File: src/rtl/cache_scheduler.sv
// cache_scheduler: frame sequencer and round-robin read arbiter for the row
// cache FIFO. Paces column pushes, holds off pops until a prefetch depth is
// buffered, then shares pops between two PE requesters and tags each row
// leaving the cache with its owner and row index.
//
// state  | meaning
// -------+------------------------------------------------------------
// IDLE   | waiting for start; counters hold last frame's values
// FILL   | pushing rows only, building up the prefetch depth
// STREAM | pushing and popping concurrently
// DRAIN  | all rows written; popping the remainder
// DONE   | one-cycle frame_done, then back to IDLE
module cache_scheduler #(
    parameter int IF_HEIGTH        = 34,
    parameter int ROW_CNT_WIDTH    = 6,
    parameter int CACHE_ADDR_WIDTH = 3,
    parameter int PREFETCH         = 4
) (
    input  logic                        clk,
    input  logic                        rst_n,
    input  logic                        clk_en,
    input  logic                        start,
    input  logic                        col_valid,
    output logic                        col_ready,
    output logic                        cache_push,
    output logic                        cache_pop,
    input  logic [CACHE_ADDR_WIDTH:0]   fifo_count,
    input  logic [1:0]                  req,
    output logic [1:0]                  grant,
    output logic                        rd_valid,
    output logic                        rd_id,
    output logic [ROW_CNT_WIDTH-1:0]    row_idx,
    output logic                        busy,
    output logic                        frame_done
);

    localparam int DEPTH = 1 << CACHE_ADDR_WIDTH;
    localparam logic [ROW_CNT_WIDTH-1:0]  ROWS       = ROW_CNT_WIDTH'(IF_HEIGTH);
    localparam logic [CACHE_ADDR_WIDTH:0] DEPTH_C    = (CACHE_ADDR_WIDTH + 1)'(DEPTH);
    localparam logic [CACHE_ADDR_WIDTH:0] PREFETCH_C = (CACHE_ADDR_WIDTH + 1)'(PREFETCH);

    typedef enum logic [2:0] {
        S_IDLE   = 3'd0,
        S_FILL   = 3'd1,
        S_STREAM = 3'd2,
        S_DRAIN  = 3'd3,
        S_DONE   = 3'd4
    } state_t;

    state_t                     state;
    state_t                     state_nxt;
    logic [ROW_CNT_WIDTH-1:0]   wr_cnt;
    logic [ROW_CNT_WIDTH-1:0]   rd_cnt;
    logic                       last;
    logic                       pop_ok;

    // State register; clk_en low freezes the sequencer in place
    always_ff @(posedge clk) begin
        if (!rst_n) begin
            state <= S_IDLE;
        end else if (clk_en) begin
            state <= state_nxt;
        end
    end

    // Next-state decode; counters compared as they stand before the edge
    always_comb begin
        state_nxt = state;
        unique case (state)
            S_IDLE:   if (start) state_nxt = S_FILL;
            S_FILL:   if ((fifo_count >= PREFETCH_C) || (wr_cnt == ROWS)) state_nxt = S_STREAM;
            S_STREAM: if (wr_cnt == ROWS) state_nxt = S_DRAIN;
            S_DRAIN:  if (rd_cnt == ROWS) state_nxt = S_DONE;
            S_DONE:   state_nxt = S_IDLE;
            default:  state_nxt = S_IDLE;
        endcase
    end

    // Push/pop qualification and round-robin grant; a same-cycle pop never frees a push slot
    always_comb begin
        cache_push = clk_en && col_valid
                     && ((state == S_FILL) || (state == S_STREAM))
                     && (wr_cnt < ROWS) && (fifo_count < DEPTH_C);
        pop_ok     = clk_en && ((state == S_STREAM) || (state == S_DRAIN))
                     && (fifo_count != '0) && (rd_cnt < ROWS);
        grant      = 2'b00;
        if (pop_ok) begin
            unique case (req)
                2'b01:   grant = 2'b01;
                2'b10:   grant = 2'b10;
                2'b11:   grant = last ? 2'b01 : 2'b10;
                default: grant = 2'b00;
            endcase
        end
        cache_pop  = |grant;
        col_ready  = cache_push;
        busy       = (state != S_IDLE);
        frame_done = (state == S_DONE);
    end

    // Row counters; qualification above keeps them from passing IF_HEIGTH
    always_ff @(posedge clk) begin
        if (!rst_n) begin
            wr_cnt <= '0;
            rd_cnt <= '0;
        end else if (clk_en) begin
            if ((state == S_IDLE) && start) begin
                wr_cnt <= '0;
                rd_cnt <= '0;
            end else begin
                if (cache_push) wr_cnt <= wr_cnt + ROW_CNT_WIDTH'(1);
                if (cache_pop)  rd_cnt <= rd_cnt + ROW_CNT_WIDTH'(1);
            end
        end
    end

    // Read tag pipeline aligned with the FIFO's registered output, plus arbiter history
    always_ff @(posedge clk) begin
        if (!rst_n) begin
            last     <= 1'b1;
            rd_valid <= 1'b0;
            rd_id    <= 1'b0;
            row_idx  <= '0;
        end else if (clk_en) begin
            rd_valid <= cache_pop;
            if (cache_pop) begin
                last    <= grant[1];
                rd_id   <= grant[1];
                row_idx <= rd_cnt;
            end
        end
    end

endmodule

File: config.mk
export PLATFORM = sky130hd
export DESIGN_NAME = cache_scheduler
export DESIGN_NICKNAME = d
export VERILOG_FILES = /design/src/rtl/cache_scheduler.sv
export SDC_FILE = /design/constraint.sdc
export NUM_CORES = 1
export LEC_CHECK = 0
export ABC_CLOCK_PERIOD_IN_PS = 4800
export CORE_MARGIN = 1.5
export CORE_UTILIZATION = 50
export DETAILED_ROUTE_END_ITERATION = 8
export DONT_BUFFER_PORTS = 1
export SYNTH_ARGS = -nofsm -noshare
export SYNTH_HDL_FRONTEND = slang
export SYNTH_SLANG_ARGS = --single-unit
export TNS_END_PERCENT = 30
File: constraint.sdc
create_clock -name clk -period 4.8 [get_ports clk]
set_input_delay 1.2 -clock clk [delete_from_list [all_inputs] [get_ports clk]]
set_output_delay 1.2 -clock clk [all_outputs]
set_load 0.01 [all_outputs]
# Word-level counts from Yosys, hierarchy flattened
# Cells that the tools add are included.
[op_classes] addsub=2 n_mul=0 n_div=0 order_cmp=4 eq_ne=13 n_shift=0 mux=12 n_bitwise=0 reduce_logical=21
[op_table] operator="6-bit 2-to-1 mux" count=4
[op_table] operator="6-bit by 1-bit adder with 6-bit output, second input constant" count=2
[op_table] operator="6-bit == test, second input constant" count=2
[op_table] operator="6-bit less-than comparator, second input constant" count=2
[op_table] operator="3-bit 2-to-1 mux" count=4
[op_table] operator="3-bit one-hot mux with 4 select lines" count=1
[op_table] operator="1-bit logical AND" count=8
[op_table] operator="2-bit != test, second input constant" count=4
[op_table] operator="3-bit by 2-bit == test with 1-bit output, second input constant" count=2
[op_table] operator="2-bit one-hot mux with 3 select lines" count=1
[op_table] operator="2-bit AND reduction" count=3
[op_table] operator="5-bit AND reduction" count=1
[op_table] operator="2-bit == test, second input constant" count=2
[op_table] operator="4-bit by 3-bit >= comparator with 1-bit output, second input constant" count=1
[op_table] operator="4-bit less-than comparator, second input constant" count=1
[op_table] operator="2-bit 2-to-1 mux" count=2
[op_table] operator="2-bit nonzero test" count=2
[op_table] operator="4-bit nonzero test" count=1
[op_table] operator="3-bit by 1-bit == test with 1-bit output, second input constant" count=1
[op_table] operator="3-bit == test, second input constant" count=1
[op_table] operator="3-bit logical NOT" count=1
[op_table] operator="1-bit logical OR" count=3
[op_table] operator="3-bit nonzero test" count=1
[op_table] operator="2-bit by 1-bit == test with 1-bit output, second input constant" count=1
[op_table] operator="2-bit OR reduction" count=1
[word_totals] reg_bits=24 latchBits=0 ram_bits=0 rom_bits=0 inputBits=11 output_inout_bits=15 word_cells=59 n_memories=0

# Logic depth before layout (Yosys ltp)
[depth] ltp_word=9 mapped_depth=6 depth_no_buf=6

# Worst setup path before layout
# OpenSTA, ideal clock, no wires.
[synth_timing] path_kind="input -> output" start="in fifo_count[1]" end="out cache_pop" arrival_time_ns=2.160 setup_slack_ns=1.440 stages=3 n_path_buf=1 cell_sequence="or4_1 -> o2111a_1 -> buf_4"
[synth_via] elab_chain_len=5
[synth_lines] item="start, declared" line_no="27" source="input logic [CACHE_ADDR_WIDTH:0] fifo_count,"
[synth_lines] item="4-bit nonzero test" line_no="85" source="&& (fifo_count != '0) && (rd_cnt < ROWS);"
[synth_lines] item="1-bit logical AND (2 in series)" line_no="85"
[synth_lines] item="2-bit 2-to-1 mux" line_no="87" source="if (pop_ok) begin"
[synth_lines] item="2-bit OR reduction" line_no="95" source="cache_pop = |grant;"
[synth_lines] item="end, declared" line_no="26" source="output logic cache_pop,"
# No other way between the ends.

# Worst setup path in the final report
# Same ends and word-level chain as after synthesis.

==> impl_metrics.yaml <==
outcome:
  status: "complete, no violations"
job:
  cap_violations: 0
global_route:
  grt_overflow: 0
  grt_pass1_wl_mm: 4.33
  first_global_vias: 994
  antenna_found_initial: 0
  grt_max_degree: 18
  grt_usage_pct: 20.7
placement:
  dp_hpwl_mm: 1.97
  port-buffer-count: 0
  place_congestion: 0.771
yosys:
  ys.flop_type: "dfxtp_1"
  yosysUniqueCellTypes: 43
  synth_top_area_share_pct: 37.6
  synth-seq-cells: 24
  yosysSeqAreaShare_pct: 37.6
  async_flop_share_pct: 0
  syn_area_mm2: 0.00128
  yosysMostFrequentCell: "dfxtp_1"
  post_synth.cell_area_avg_um2: 8.75
  synth_edf_count: 0
  synth_top_cell_by_area: "dfxtp_1"
  yosys_warnings: 0
  synth_area_leaders: "dfxtp_1 (38%), mux2i_1 (4.7%), nor2_1 (4.4%)"
  syn-num-nets: 161
  postSynthCellCount: 146
  synth_common_cells: "dfxtp_1 (24), nor2_1 (15), a21oi_1 (9), inv_1 (9), nand4_1 (7)"
detailed_routing:
  firstDrtPassIters: 4
  num_vias: 1091
  vias_per_cell: 6.31
  ant_nets: 0
  drc: 0
  drt_iter0_drc: 28
  drt-total-wl_mm: 2.71
  wl_per_cell_um: 15.7
timing:
  period_needed_ns: 3.37
  fin_setup_tns_ns: 0
  hold_violations: 0
  worst_slew_pin_slew_ns: 0.723
  rsz0062_at_grt: "no"
  clock-skew-final_ns: 0.00119
  slew_headroom_pct: 51.8
  post-route-period-util_pct: 70.3
  maxSlewViolCount: 0
  setup_violations: 0
  hold_ws_ns: 0.519
  max_freq_mhz: 297
floorplanning:
  io_pins: 26
  rows: 18
  start_util_pct: 52.0
  coreArea_mm2: 0.00245
  die_y_um: 53.5
  die_w_um: 53.5
  fp.dieArea_mm2: 0.00287
power:
  leakagePower_nw: 0.514
  power_density_mw_per_mm2: 314
  peakVddDrop_mv: 0.215
clock_tree:
  clk_pin_slew_ns: 0.14
  post_cts_resize_count: 0
  post_cts_buffers: 0
  cts_tree: "built"
  cts_max_level: 1
  cts_buffer_depth: 2
  postCtsHoldBufs: 0
  cts_root_buffer: "clkbuf_4"
  cts.sinks: 24
  cts_made_buffers: 3
  clk_latency_ns: 0.32
setup_path:
  path_cells: "or4_1, o2111a_1"
  crit_family: "simple AND/OR/NAND/NOR gates"
  slowest_delay_ns: 0.56
  critPathCaptureType: "output pin"
  r2r_start: "rd_cnt[2]"
  critPathArrivalTime_ns: 2.17
  critPathLaunchType: "input pin"
  cp_num_buf_inv: 0
  critPathKind: "input pin to output pin"
  cp_max_fo: 17
  rr_worst_depth: 4
  r2r_end: "rd_cnt[3]"
  required_ns: 3.60
  crit_slowest_cell: "or4_1"
  r2r_slack_ns: 2.69
min_path:
  hold_start: "rd_id"
  holdPathStages: 2
  whs_endpoint: "rd_id"
  hold_class: "flip-flop to flip-flop"
cells_and_area:
  area_growth_pct: 3.72
  drive_gt1_share_pct: 6.99
  diodes: 0
  final_nets: 159
==> cell usage in the layout (no fill, tap or decap), drive strengths merged, types with 3 or more instances in the layout <==
| master | Yosys | routed |
|---|---|---|
| a21oi | 9 | 9 |
| and3 | 3 | 3 |
| clkbuf | 3 | 3 |
| dfxtp | 24 | 24 |
| ha | 4 | 4 |
| inv | 9 | 9 |
| mux2i | 6 | 6 |
| nand2 | 6 | 6 |
| nand2b | 3 | 3 |
| nand3 | 5 | 5 |
| nand4 | 7 | 7 |
| nor2 | 15 | 15 |
| nor2b | 3 | 3 |
| nor3 | 4 | 4 |
| o21ai | 6 | 6 |
| xor2 | 3 | 3 |
==> flip-flops by register name (all words and copies together) (netlist names) <==
register / cells
rd_valid: 1
row_idx: 6
rd_id: 1
state: 3
rd_cnt: 6
wr_cnt: 6
last: 1
==> metal layers <==
layer	global-route usage, %	vias to the layer above	part of all wire, %
li1	-	531	-
met1	27.4	534	47
met2	34.4	24	48
met3	3.61	2	4.6
met4	6.41	0	0.44
met5	0	-	0
==> how the worst max path moves through the flow <==
stage | startpoint | end | cells after the start
after floorplan | fifo_count[1] | cache_pop | 3
after global placement | fifo_count[1] | cache_pop | 2
after detailed placement | fifo_count[1] | cache_pop | 2
after CTS | fifo_count[1] | cache_pop | 2
after global routing | fifo_count[1] | cache_pop | 2
final | fifo_count[1] | cache_pop | 2
==> tightest hold or removal path, cell delays in order (launching register included) <==
cell and delay (ns):
dfxtp_1 0.37, nand2_1 0.07, a21oi_1 0.05
==> report_power, final <==
part	internal (W)	total (W)	switching (W)
logic	0.0000205	0.0000539	0.0000335
clock network	0.0000844	0.000148	0.0000640
registers	0.000204	0.000214	0.00000962
total	0.000309	0.000416	0.000107
==> stage by stage <==
step / cell area (um2) / total power [W] / util [%] / worst slack, ns / cells
after CTS: 1330 / 0.000421 / 54.0 / 1.42 / 173
final: 1330 / 0.000416 / 54.0 / 1.43 / 173
after global routing: 1330 / 0.000433 / 54.0 / 1.38 / 173
after detailed placement: 1270 / 0.000271 / 51.8 / 1.42 / 169
after floorplan: 1280 / 0.000266 / - / 1.44 / 146
after global placement: 1270 / 0.000270 / 51.8 / 1.42 / 169
==> cell families (layout without fill, tap and decap cells) <==
kind of cell             count (synthesis)  in the layout  synth area share, %
AO/OA/AOI/OAI                           34             34                 19.8
buffers and inverters                   16             13                 5.97
XOR/XNOR                                 3              3                 2.06
AND/OR/NAND/NOR                         59             59                 26.0
adder cells (fa/ha/maj)                  4              4                 3.92
flip-flops                              24             24                 37.6
multiplexers                             6              6                 4.70
==> cell type report <==
type,instances,area (um2)
tap,30,37.5
clock inverter,1,30.0
clock buffer,3,22.5
multi-input combinational,106,721
fill,234,1130
sequential,24,480
inverter,9,33.8
Power figures use the tool's default switching activity.
